File: src/rtl/abacus_pkg.sv
// Shared constants, state encoding and header helper for the ABACUS Wishbone sampler.
package abacus_pkg;

    localparam logic [31:0] OFS_EN_INSTR  = 32'h0000_0004;
    localparam logic [31:0] OFS_EN_CACHE  = 32'h0000_0008;
    localparam logic [31:0] OFS_INSTR_CNT = 32'h0000_0100;
    localparam logic [31:0] OFS_CACHE_CNT = 32'h0000_0200;
    localparam logic [7:0]  FRAME_MAGIC   = 8'hAB;

    typedef enum logic [2:0] {
        ST_INIT_EN0 = 3'd0,
        ST_INIT_EN1 = 3'd1,
        ST_IDLE     = 3'd2,
        ST_HDR      = 3'd3,
        ST_RD       = 3'd4,
        ST_PUSH     = 3'd5
    } sampler_state_t;

    function automatic logic [31:0] frame_header(input logic [7:0] words, input logic [15:0] seq);
        return {FRAME_MAGIC, words, seq};
    endfunction

endpackage

File: src/rtl/abacus_wb_master_port.sv
// Single-access Wishbone initiator: registered bus signals, ack capture and an
// access timeout that completes the access with zero read data.
module abacus_wb_master_port #(
    parameter int WB_TIMEOUT = 16
) (
    input  logic        clk,
    input  logic        rst_n,
    input  logic        req,
    input  logic        we,
    input  logic [31:0] adr,
    input  logic [31:0] wdata,
    output logic        done,
    output logic [31:0] rdata,
    output logic        timeout,
    output logic        wb_cyc,
    output logic        wb_stb,
    output logic        wb_we,
    output logic [31:0] wb_adr,
    output logic [31:0] wb_dat_o,
    input  logic [31:0] wb_dat_i,
    input  logic        wb_ack
);

    localparam logic [15:0] TMO_LAST = 16'(WB_TIMEOUT - 1);

    logic        cyc_r;
    logic        we_r;
    logic [31:0] adr_r;
    logic [31:0] dat_r;
    logic [31:0] rdata_r;
    logic        done_r;
    logic        timeout_r;
    logic [15:0] tmo_cnt_r;

    // Access handshake: done_r blocks a new strobe in the cycle after completion.
    always_ff @(posedge clk or negedge rst_n) begin
        if (!rst_n) begin
            cyc_r     <= 1'b0;
            we_r      <= 1'b0;
            adr_r     <= 32'h0000_0000;
            dat_r     <= 32'h0000_0000;
            rdata_r   <= 32'h0000_0000;
            done_r    <= 1'b0;
            timeout_r <= 1'b0;
            tmo_cnt_r <= 16'h0000;
        end else begin
            done_r    <= 1'b0;
            timeout_r <= 1'b0;
            if (cyc_r) begin
                if (wb_ack) begin
                    cyc_r   <= 1'b0;
                    we_r    <= 1'b0;
                    done_r  <= 1'b1;
                    rdata_r <= wb_dat_i;
                end else if (tmo_cnt_r == TMO_LAST) begin
                    cyc_r     <= 1'b0;
                    we_r      <= 1'b0;
                    done_r    <= 1'b1;
                    timeout_r <= 1'b1;
                    rdata_r   <= 32'h0000_0000;
                end else begin
                    tmo_cnt_r <= tmo_cnt_r + 16'd1;
                end
            end else if (req && !done_r) begin
                cyc_r     <= 1'b1;
                we_r      <= we;
                adr_r     <= adr & 32'hFFFF_FFFC;
                dat_r     <= wdata;
                tmo_cnt_r <= 16'h0000;
            end
        end
    end

    assign wb_cyc   = cyc_r;
    assign wb_stb   = cyc_r;
    assign wb_we    = we_r;
    assign wb_adr   = adr_r;
    assign wb_dat_o = dat_r;
    assign done     = done_r;
    assign rdata    = rdata_r;
    assign timeout  = timeout_r;

endmodule

File: src/rtl/abacus_wb_sampler.sv
// Wishbone sampler for the ABACUS profiler: enables the profilers, then streams
// counter-snapshot frames (header + instruction + cache counters) on request.
module abacus_wb_sampler
    import abacus_pkg::*;
#(
    parameter logic [31:0] ABACUS_BASE_ADDR = 32'hF003_0000,
    parameter bit          ENABLE_ON_START  = 1'b1,
    parameter int          NUM_INSTR_CNT    = 11,
    parameter int          NUM_CACHE_CNT    = 8,
    parameter int unsigned SAMPLE_PERIOD    = 1000000,
    parameter int          WB_TIMEOUT       = 16
) (
    input  logic        clk,
    input  logic        rst_n,
    input  logic        sample_en,
    input  logic        sample_trig,
    output logic        wb_cyc,
    output logic        wb_stb,
    output logic        wb_we,
    output logic [31:0] wb_adr,
    output logic [31:0] wb_dat_o,
    input  logic [31:0] wb_dat_i,
    input  logic        wb_ack,
    output logic        out_valid,
    input  logic        out_ready,
    output logic [31:0] out_data,
    output logic        out_last,
    output logic        busy,
    output logic        wb_err,
    output logic [15:0] dropped
);

    localparam int             NUM_RD      = NUM_INSTR_CNT + NUM_CACHE_CNT;
    localparam logic [7:0]     FRAME_WORDS = 8'(1 + NUM_RD);
    localparam logic [7:0]     LAST_IDX    = 8'(NUM_RD - 1);
    localparam logic [7:0]     N_INSTR     = 8'(NUM_INSTR_CNT);
    localparam bit             TIMER_ON    = (SAMPLE_PERIOD != 32'd0);
    localparam logic [31:0]    PERIOD_LAST = 32'(SAMPLE_PERIOD - 32'd1);
    localparam sampler_state_t RESET_STATE = ENABLE_ON_START ? ST_INIT_EN0 : ST_IDLE;

    sampler_state_t state_r;
    sampler_state_t state_nx_s;

    logic        port_req_s;
    logic        port_we_s;
    logic [31:0] port_adr_s;
    logic [31:0] port_wdata_s;
    logic        port_done_s;
    logic [31:0] port_rdata_s;
    logic        port_timeout_s;

    logic [31:0] rd_adr_s;
    logic [31:0] timer_r;
    logic        tmr_hit_s;
    logic        req_s;
    logic        take_s;
    logic        pending_r;
    logic [15:0] dropped_r;
    logic        wb_err_r;
    logic        busy_r;
    logic        out_valid_r;
    logic [31:0] out_data_r;
    logic        out_last_r;
    logic [7:0]  idx_r;
    logic [15:0] seq_r;

    abacus_wb_master_port #(
        .WB_TIMEOUT (WB_TIMEOUT)
    ) u_port (
        .clk      (clk),
        .rst_n    (rst_n),
        .req      (port_req_s),
        .we       (port_we_s),
        .adr      (port_adr_s),
        .wdata    (port_wdata_s),
        .done     (port_done_s),
        .rdata    (port_rdata_s),
        .timeout  (port_timeout_s),
        .wb_cyc   (wb_cyc),
        .wb_stb   (wb_stb),
        .wb_we    (wb_we),
        .wb_adr   (wb_adr),
        .wb_dat_o (wb_dat_o),
        .wb_dat_i (wb_dat_i),
        .wb_ack   (wb_ack)
    );

    // Counter address for the current read index: instruction block, then cache block.
    always_comb begin
        if (idx_r < N_INSTR) begin
            rd_adr_s = ABACUS_BASE_ADDR + OFS_INSTR_CNT + {22'd0, idx_r, 2'b00};
        end else begin
            rd_adr_s = ABACUS_BASE_ADDR + OFS_CACHE_CNT + {22'd0, idx_r - N_INSTR, 2'b00};
        end
    end

    assign tmr_hit_s = sample_en && TIMER_ON && (timer_r == PERIOD_LAST);
    assign req_s     = sample_trig || tmr_hit_s;
    assign take_s    = (state_r == ST_IDLE) && pending_r;

    // Sequencer state register.
    always_ff @(posedge clk or negedge rst_n) begin
        if (!rst_n) begin
            state_r <= RESET_STATE;
        end else begin
            state_r <= state_nx_s;
        end
    end

    // Sequencer next state and access request.
    always_comb begin
        state_nx_s   = state_r;
        port_req_s   = 1'b0;
        port_we_s    = 1'b0;
        port_adr_s   = 32'h0000_0000;
        port_wdata_s = 32'h0000_0000;
        case (state_r)
            ST_INIT_EN0: begin
                port_req_s   = 1'b1;
                port_we_s    = 1'b1;
                port_adr_s   = ABACUS_BASE_ADDR + OFS_EN_INSTR;
                port_wdata_s = 32'h0000_0001;
                if (port_done_s) state_nx_s = ST_INIT_EN1;
                else             state_nx_s = ST_INIT_EN0;
            end
            ST_INIT_EN1: begin
                port_req_s   = 1'b1;
                port_we_s    = 1'b1;
                port_adr_s   = ABACUS_BASE_ADDR + OFS_EN_CACHE;
                port_wdata_s = 32'h0000_0001;
                if (port_done_s) state_nx_s = ST_IDLE;
                else             state_nx_s = ST_INIT_EN1;
            end
            ST_IDLE: begin
                if (pending_r) state_nx_s = ST_HDR;
                else           state_nx_s = ST_IDLE;
            end
            ST_HDR: begin
                if (out_ready) state_nx_s = ST_RD;
                else           state_nx_s = ST_HDR;
            end
            ST_RD: begin
                port_req_s = 1'b1;
                port_adr_s = rd_adr_s;
                if (port_done_s) state_nx_s = ST_PUSH;
                else             state_nx_s = ST_RD;
            end
            ST_PUSH: begin
                if (out_ready && out_last_r) state_nx_s = ST_IDLE;
                else if (out_ready)          state_nx_s = ST_RD;
                else                         state_nx_s = ST_PUSH;
            end
            default: state_nx_s = ST_IDLE;
        endcase
    end

    // Stream holding register, read index and frame sequence number.
    always_ff @(posedge clk or negedge rst_n) begin
        if (!rst_n) begin
            out_valid_r <= 1'b0;
            out_data_r  <= 32'h0000_0000;
            out_last_r  <= 1'b0;
            idx_r       <= 8'd0;
            seq_r       <= 16'd0;
        end else begin
            case (state_r)
                ST_IDLE: begin
                    if (pending_r) begin
                        out_valid_r <= 1'b1;
                        out_data_r  <= frame_header(FRAME_WORDS, seq_r);
                        out_last_r  <= 1'b0;
                        idx_r       <= 8'd0;
                    end
                end
                ST_HDR: begin
                    if (out_ready) out_valid_r <= 1'b0;
                end
                ST_RD: begin
                    if (port_done_s) begin
                        out_valid_r <= 1'b1;
                        out_data_r  <= port_rdata_s;
                        out_last_r  <= (idx_r == LAST_IDX);
                    end
                end
                ST_PUSH: begin
                    if (out_ready) begin
                        out_valid_r <= 1'b0;
                        out_last_r  <= 1'b0;
                        if (out_last_r) seq_r <= seq_r + 16'd1;
                        else            idx_r <= idx_r + 8'd1;
                    end
                end
                default: begin
                    out_valid_r <= 1'b0;
                end
            endcase
        end
    end

    // Period timer; holds its value while sample_en is low.
    always_ff @(posedge clk or negedge rst_n) begin
        if (!rst_n) begin
            timer_r <= 32'd0;
        end else if (sample_en && TIMER_ON) begin
            if (timer_r == PERIOD_LAST) timer_r <= 32'd0;
            else                        timer_r <= timer_r + 32'd1;
        end
    end

    // Request capture: one pending slot, overflow counted in a saturating counter.
    always_ff @(posedge clk or negedge rst_n) begin
        if (!rst_n) begin
            pending_r <= 1'b0;
            dropped_r <= 16'd0;
        end else begin
            pending_r <= req_s || (pending_r && !take_s);
            if (req_s && pending_r && !take_s && (dropped_r != 16'hFFFF)) begin
                dropped_r <= dropped_r + 16'd1;
            end
        end
    end

    // Sticky timeout flag and busy indication.
    always_ff @(posedge clk or negedge rst_n) begin
        if (!rst_n) begin
            wb_err_r <= 1'b0;
            busy_r   <= 1'b0;
        end else begin
            wb_err_r <= wb_err_r || port_timeout_s;
            busy_r   <= (state_nx_s != ST_IDLE);
        end
    end

    assign out_valid = out_valid_r;
    assign out_data  = out_data_r;
    assign out_last  = out_last_r;
    assign busy      = busy_r;
    assign wb_err    = wb_err_r;
    assign dropped   = dropped_r;

endmodule

File: config.mk
export PLATFORM = sky130hd
export DESIGN_NAME = abacus_wb_sampler
export DESIGN_NICKNAME = d
export VERILOG_FILES = /design/src/rtl/abacus_pkg.sv /design/src/rtl/abacus_wb_master_port.sv /design/src/rtl/abacus_wb_sampler.sv
export SDC_FILE = /design/constraint.sdc
export NUM_CORES = 1
export LEC_CHECK = 0
export BUFFER_PORTS_ARGS = -buffer_cell sky130_fd_sc_hd__buf_2
export CORE_MARGIN = 2
export CORE_UTILIZATION = 40
export CTS_BUF_LIST = sky130_fd_sc_hd__clkbuf_2 sky130_fd_sc_hd__clkbuf_4 sky130_fd_sc_hd__clkbuf_8
export DETAILED_ROUTE_END_ITERATION = 12
export PLACE_DENSITY = 0.63
export SYNTH_ARGS = -nofsm -noshare
export SYNTH_HDL_FRONTEND = slang
export SYNTH_HIERARCHICAL = 1
export SYNTH_SLANG_ARGS = --single-unit
File: constraint.sdc
create_clock -name clk -period 4.4 [get_ports clk]
set_clock_uncertainty 0.05 [all_clocks]
set_input_delay 0.44 -clock clk [delete_from_list [all_inputs] [get_ports clk]]
set_output_delay 0.44 -clock clk [all_outputs]
set_load 0.02 [all_outputs]
=== After elaboration in Yosys (flattened, before gate mapping) ===
Index checks and enable logic that the tools add are counted.

* Register bits: 226
* Input bits: 38
* Output and inout bits: 119
* Logic and storage cells: 125

* Add/subtract/negate cells: 8
* $lt $le $gt $ge: 1
* Eq/ne operators: 18
* Muxes and demuxes: 47
* Bitwise logic cells: 1
* Reductions and logical operators: 31

{| class="wikitable"
|+ Operators by type and width
! cell !! number
|-
| $mux 32 || 6
|-
| $pmux 32 s3 || 1
|-
| $mux 16 || 4
|-
| $pmux 32 s2 || 1
|-
| $add 29x11->30 const A || 2
|-
| $add 16x1->16 const B || 3
|-
| $add 32x1->32 const B || 1
|-
| $eq 32x20->1 const B || 1
|-
| $mux 1 || 25
|-
| $mux 8 || 3
|-
| $pmux 3 s6 || 1
|-
| $eq 16x4->1 const B || 1
|-
| $ne 16x16->1 const B || 1
|-
| $pmux 8 s2 || 1
|-
| $reduce_and 3->1 || 4
|-
| $ne 2x2->1 const B || 5
|-
| $add 8x1->8 const B || 1
|-
| $eq 8x5->1 const B || 1
|-
| $logic_and 1x1->1 || 8
|-
| $lt 8x4->1 const B || 1
|-
| $reduce_and 4->1 || 2
|-
| $reduce_bool 2->1 || 4
|-
| $sub 8x4->8 const B || 1
|-
| $eq 3x2->1 const B || 2
|-
| other kinds (16) || 26
|}

=== Depth between registers and ports, before layout ===
* Depth in word-level cells: 6
* Mapped depth: 8
* Mapped depth without buffers: 7

=== Modules after synthesis ===
The synthesis kept the hierarchy.

{| class="wikitable"
|+ By module, submodules not included
! module !! instances !! cells an instance !! area an instance (µm²) !! sequential area each (µm²)
|-
| abacus_wb_sampler || 1 || 561 || 5,567.8 || 2,802.7
|-
| abacus_wb_master_port || 1 || 323 || 4,636.9 || 2,852.7
|}

=== Least setup slack after synthesis ===
Ideal clock, no wire load.

* Kind: register -> register
* From: register dropped_r[7] (netlist: dropped[7])
* To: register dropped_r[1] (netlist: dropped[1])
* Setup time: 125 ps
* Arrival: 1,868 ps
* Data required time: 4,225 ps
* Setup slack: 2,357 ps
* Cell stages (with the launch flop): 6
* Buffers on the path: 0
* Clock period less this slack: 2,043 ps
* Cell sequence: dfrtp_1 > nand4_1 > nor4_4 > inv_1 > nand3_2 > mux2_4

* Cells in the longest elaborated chain, start to end: 2

{| class="wikitable"
|+ RTL lines
! what !! line !! text
|-
| start, declared || abacus_wb_sampler.sv:58 || <nowiki>logic [15:0] dropped_r;</nowiki>
|-
| start signal, assigned || abacus_wb_sampler.sv:218 || <nowiki>dropped_r <= dropped_r + 16'd1;</nowiki>
|-
| $ne 16x16->1 || abacus_wb_sampler.sv:217 || <nowiki>if (req_s && pending_r && !take_s && (dropped_r != 16'hFFFF)) begin</nowiki>
|-
| $logic_and 1x1->1 || abacus_wb_sampler.sv:217 ||
|}

Every way passes these cells.
A chain may end at the register's enable or synchronous reset.

=== Worst setup path after layout ===
* From: register state_r[2]
* To: register dropped_r[1] (netlist: dropped[1])

* Cells in the longest elaborated chain, start to end: 5

{| class="wikitable"
|+ RTL lines
! what !! line !! text
|-
| start, declared || abacus_wb_sampler.sv:41 || <nowiki>sampler_state_t state_r;</nowiki>
|-
| start signal, assigned || abacus_wb_sampler.sv:106 || <nowiki>state_r <= state_nx_s;</nowiki>
|-
| $eq 3x2->1 || abacus_wb_sampler.sv:99 || <nowiki>assign take_s = (state_r == ST_IDLE) && pending_r;</nowiki>
|-
| $logic_and 1x1->1 || abacus_wb_sampler.sv:99 ||
|-
| $logic_not 1->1 || abacus_wb_sampler.sv:217 ||
|-
| $logic_and 1x1->1 (2 in series) || abacus_wb_sampler.sv:217 ||
|}

Every way passes these cells.

==> flow_summary_export.csv <==
group,metric,value,unit
status,status,"completed",
power,ir_drop,0.382,mV
sta,period_minus_slack,2610,ps
power,seq_power_share,39.2,%
worst_setup_path,critPathLaunch,"state_r[2]",
power,power_leakage,5.73,nW
logic_synthesis,synth_cell_type_count,74,
worst_setup_path,path_cells,"nand2b_1 -> o21ai_0 -> nor2_1 -> nand3_2 -> mux2_4",
power,combPwrFrac,33.5,%
clocking,clk_pin_slew,70,ps
drt,wire_per_inst,15.8,microns
worst_setup_path,r2r_end,"dropped[1]",
drt,route.vias.total,7478,
logic_synthesis,synth_seq_area_share,55.4,%
clocking,clockBufferDepth,3,
clocking,postCtsSetupRepairBufs,0,
drt,wl,22800,microns
sta,final-hold-violation-count,0,
place,pre_cts_slack,1820,ps
power,p_int,5.13,mW
place,hpwl,14600,microns
sta,max_freq,0.384,GHz
drt,final_antenna_net_count,0,
floorplanning,num_rows,58,
power,netSwitchingFraction,36.1,%
finish,drive_gt1_share,29.4,%
global_routing,grt_antenna_before_repair,0,
global_routing,grt_max_degree,117,
power,p_per_area,651,nW/um^2
drt,drt_iter0_drc,470,
sta,slew_violations,0,
logic_synthesis,synth_flop_cell,"dfrtp_1",
floorplanning,initial_utilization,40.6,%
worst_setup_path,r2r_setup_slack,1790,ps
sta,worst_pin_slew,1130,ps
sta,totalNegativeSetupSlack,0,ps
finish,n_antenna_cell,0,
finish,register_area,5660,sq um
worst_setup_path,path_class,"reg2reg",
finish,multi_input_area,4390,sq um
finish,fin_nets,1132,
place,gp_congestion,0.757,
worst_setup_path,cp.required,4760,ps
logic_synthesis,yosysMostFrequentCell,"dfrtp_1",
drt,viasPerCell,5.18,
drt,dr.pass1.iters,5,
sta,slew_headroom,24.0,%
power,clkPwrFrac,27.3,%
clocking,htreeDepth,2,
floorplanning,die_y,164,microns
logic_synthesis,syn_inst,884,
flow_run,maxCapViolCount,0,
finish,finish.utilization,49.1,%
logic_synthesis,synth.top_cells.by_area,"dfrtp_1 (55%), mux2_2 (7.1%), xnor2_1 (4.3%)",
global_routing,grt_pass1_wl,37600,microns
global_routing,grt_usage,17.2,%
floorplanning,ioPinCount,157,
sta,worst_slack,1790,ps
logic_synthesis,synth.top_cell.area_share,55.4,%
clocking,cts.sinks,226,
logic_synthesis,synth-edff-count,0,
clocking,numCtsBuffers,42,
sta,fin_crit_sh,59.2,%
finish,area_growth,20.8,%
logic_synthesis,yosysTopAreaCell,"dfrtp_1",
logic_synthesis,ys_seq_elements,226,
logic_synthesis,synthArstFlopShare,100,%
floorplanning,core,25100,sq um
worst_setup_path,max_stage_delay,810,ps
logic_synthesis,avgSynthCellArea,11.5,sq um
hold_path,hold_path.class,"in2reg",
floorplanning,die_area,26800,sq um
global_routing,first_global_vias,7352,
power,power_switching,2.90,mW
drt,drc_errors,0,
logic_synthesis,synthesis.area,10200,sq um
worst_setup_path,rr_worst_depth,5,
worst_setup_path,start_kind,"register",
sta,rsz0062_at_grt,"no",
worst_setup_path,crit_arrival,2960,ps
floorplanning,die_w,164,microns
logic_synthesis,yosysWarnings,6,
clocking,clkLatencyLatePin,540,ps
sta,setup_viol,0,
worst_setup_path,endpoint,"dropped[1]",
place,numPortBuffers,154,
worst_setup_path,cp_max_fo,15,
clocking,root_buffer,"clkbuf_8",
logic_synthesis,ys_top_cells_by_count,"dfrtp_1 (226), nand2_1 (84), mux2_2 (64)",
worst_setup_path,slowest_stage,"nor2_1",
finish,num-fill-cells,2353,
global_routing,grt_overflow_total,0,
clocking,cts_tree,"yes",
worst_setup_path,end_kind,"register",
worst_setup_path,rr_startpoint,"state_r[2]",
sta,holdWs,64.6,ps
==> power groups by stage <==
| stage | combinational, mW | sequential [mW] | clock (mW) |
|---|---|---|---|
| after detailed placement | 2.73 | 3.18 | 0 |
| final | 2.69 | 3.15 | 2.19 |
| after floorplan | 1.48 | 3.57 | 0 |
| after CTS | 2.74 | 3.15 | 2.27 |
| after global routing | 2.94 | 3.23 | 2.37 |
| after global placement | 2.69 | 3.15 | 0 |
==> placed cells by master, fill, tap and decap left out, drive strengths merged, types with 6 or more instances in the layout <==
cell type  Yosys  layout
and3          17      17
mux2          65      65
a21oi         16      16
nand2         84      84
nor3          18      18
o21ai         19      19
buf           27     162
o22a           7       7
nor2          49      49
nand3         39      39
conb           2      48
xnor2         50      50
inv           19      19
clkbuf        24      67
ha             8       8
and2           6       6
and4           8       8
dfrtp        226     226
nor4          14      14
xor2          17      17
a31oi         26      26
nand4         28      28
nand2b        11      11
a22o          39      39
==> stage by stage <==
stage | power, mW | std cells | area [sq um]
2_1_floorplan | 5.05 | 930 | 10400
3_3_place_gp | 5.84 | 1371 | 11400
3_5_place_dp | 5.91 | 1371 | 11400
4_1_cts | 8.16 | 1444 | 12300
5_1_grt | 8.54 | 1444 | 12300
6_report | 8.03 | 1444 | 12300
==> how the worst min path moves through the flow <==
| stage | end | depth (start not counted) | startpoint |
|---|---|---|---|
| after floorplan | busy | 0 | rst_n |
| after global placement | out_data[17] | 2 | out_data[17] |
| after detailed placement | wb_err | 1 | u_port/timeout |
| after CTS | u_port/rdata[11] | 2 | wb_dat_i[11] |
| after global routing | u_port/rdata[12] | 2 | wb_dat_i[12] |
| final | u_port/rdata[11] | 2 | wb_dat_i[11] |
==> critical path, delay by kind of cell, from the launching register on <==
family	cells	cell delay, ps
compound gates	1	190
flops	1	560
mux	1	340
simple gates	3	1340
==> registers in the layout, summed over array words and instances (netlist names) <==
name / cells
out_data: 32
u_port/wb_cyc: 1
dropped: 16
u_port/rdata: 32
pending_r: 1
u_port/tmo_cnt_r: 16
u_port/timeout: 1
wb_err: 1
out_valid: 1
seq_r: 16
u_port/done: 1
timer_r: 32
busy: 1
u_port/wb_adr: 30
u_port/wb_we: 1
out_last: 1
idx_r: 8
u_port/wb_dat_o: 32
state_r: 3
==> layout make-up <==
type	instances	area share (%)
sequential	226	45.9
multi-input combinational	634	35.6
timing repair buffer	163	7.10
clock buffer	67	7.07
tap	330	3.35
inverter	19	0.579
clock inverter	5	0.426
==> timing repair <==
action	4_1_cts	5_1_grt
hold endpoints to repair	76	0
hold buffers	1	0
resized for setup	0	0
==> cell families after synthesis <==
group,synth area share (%)
AND/OR/NAND/NOR,16.4
flip-flops,55.4
AO/OA/AOI/OAI,10.4
buffers and inverters,3.41
multiplexers,7.60
XOR/XNOR,5.75
adder cells (fa/ha/maj),0.981
other,0.0736
==> per-layer routing <==
| metal | track usage (%) | up-vias | wire length (microns) | part of all wire (%) |
|---|---|---|---|---|
| met5 | 0 | - | 0 | 0 |
| met4 | 4.51 | 0 | 373 | 1.6 |
| met2 | 26.1 | 226 | 9940 | 44 |
| li1 | - | 3543 | - | - |
| met3 | 5.30 | 37 | 1760 | 7.7 |
| met1 | 23.9 | 3672 | 10800 | 47 |
Power figures use the tool's default switching activity.
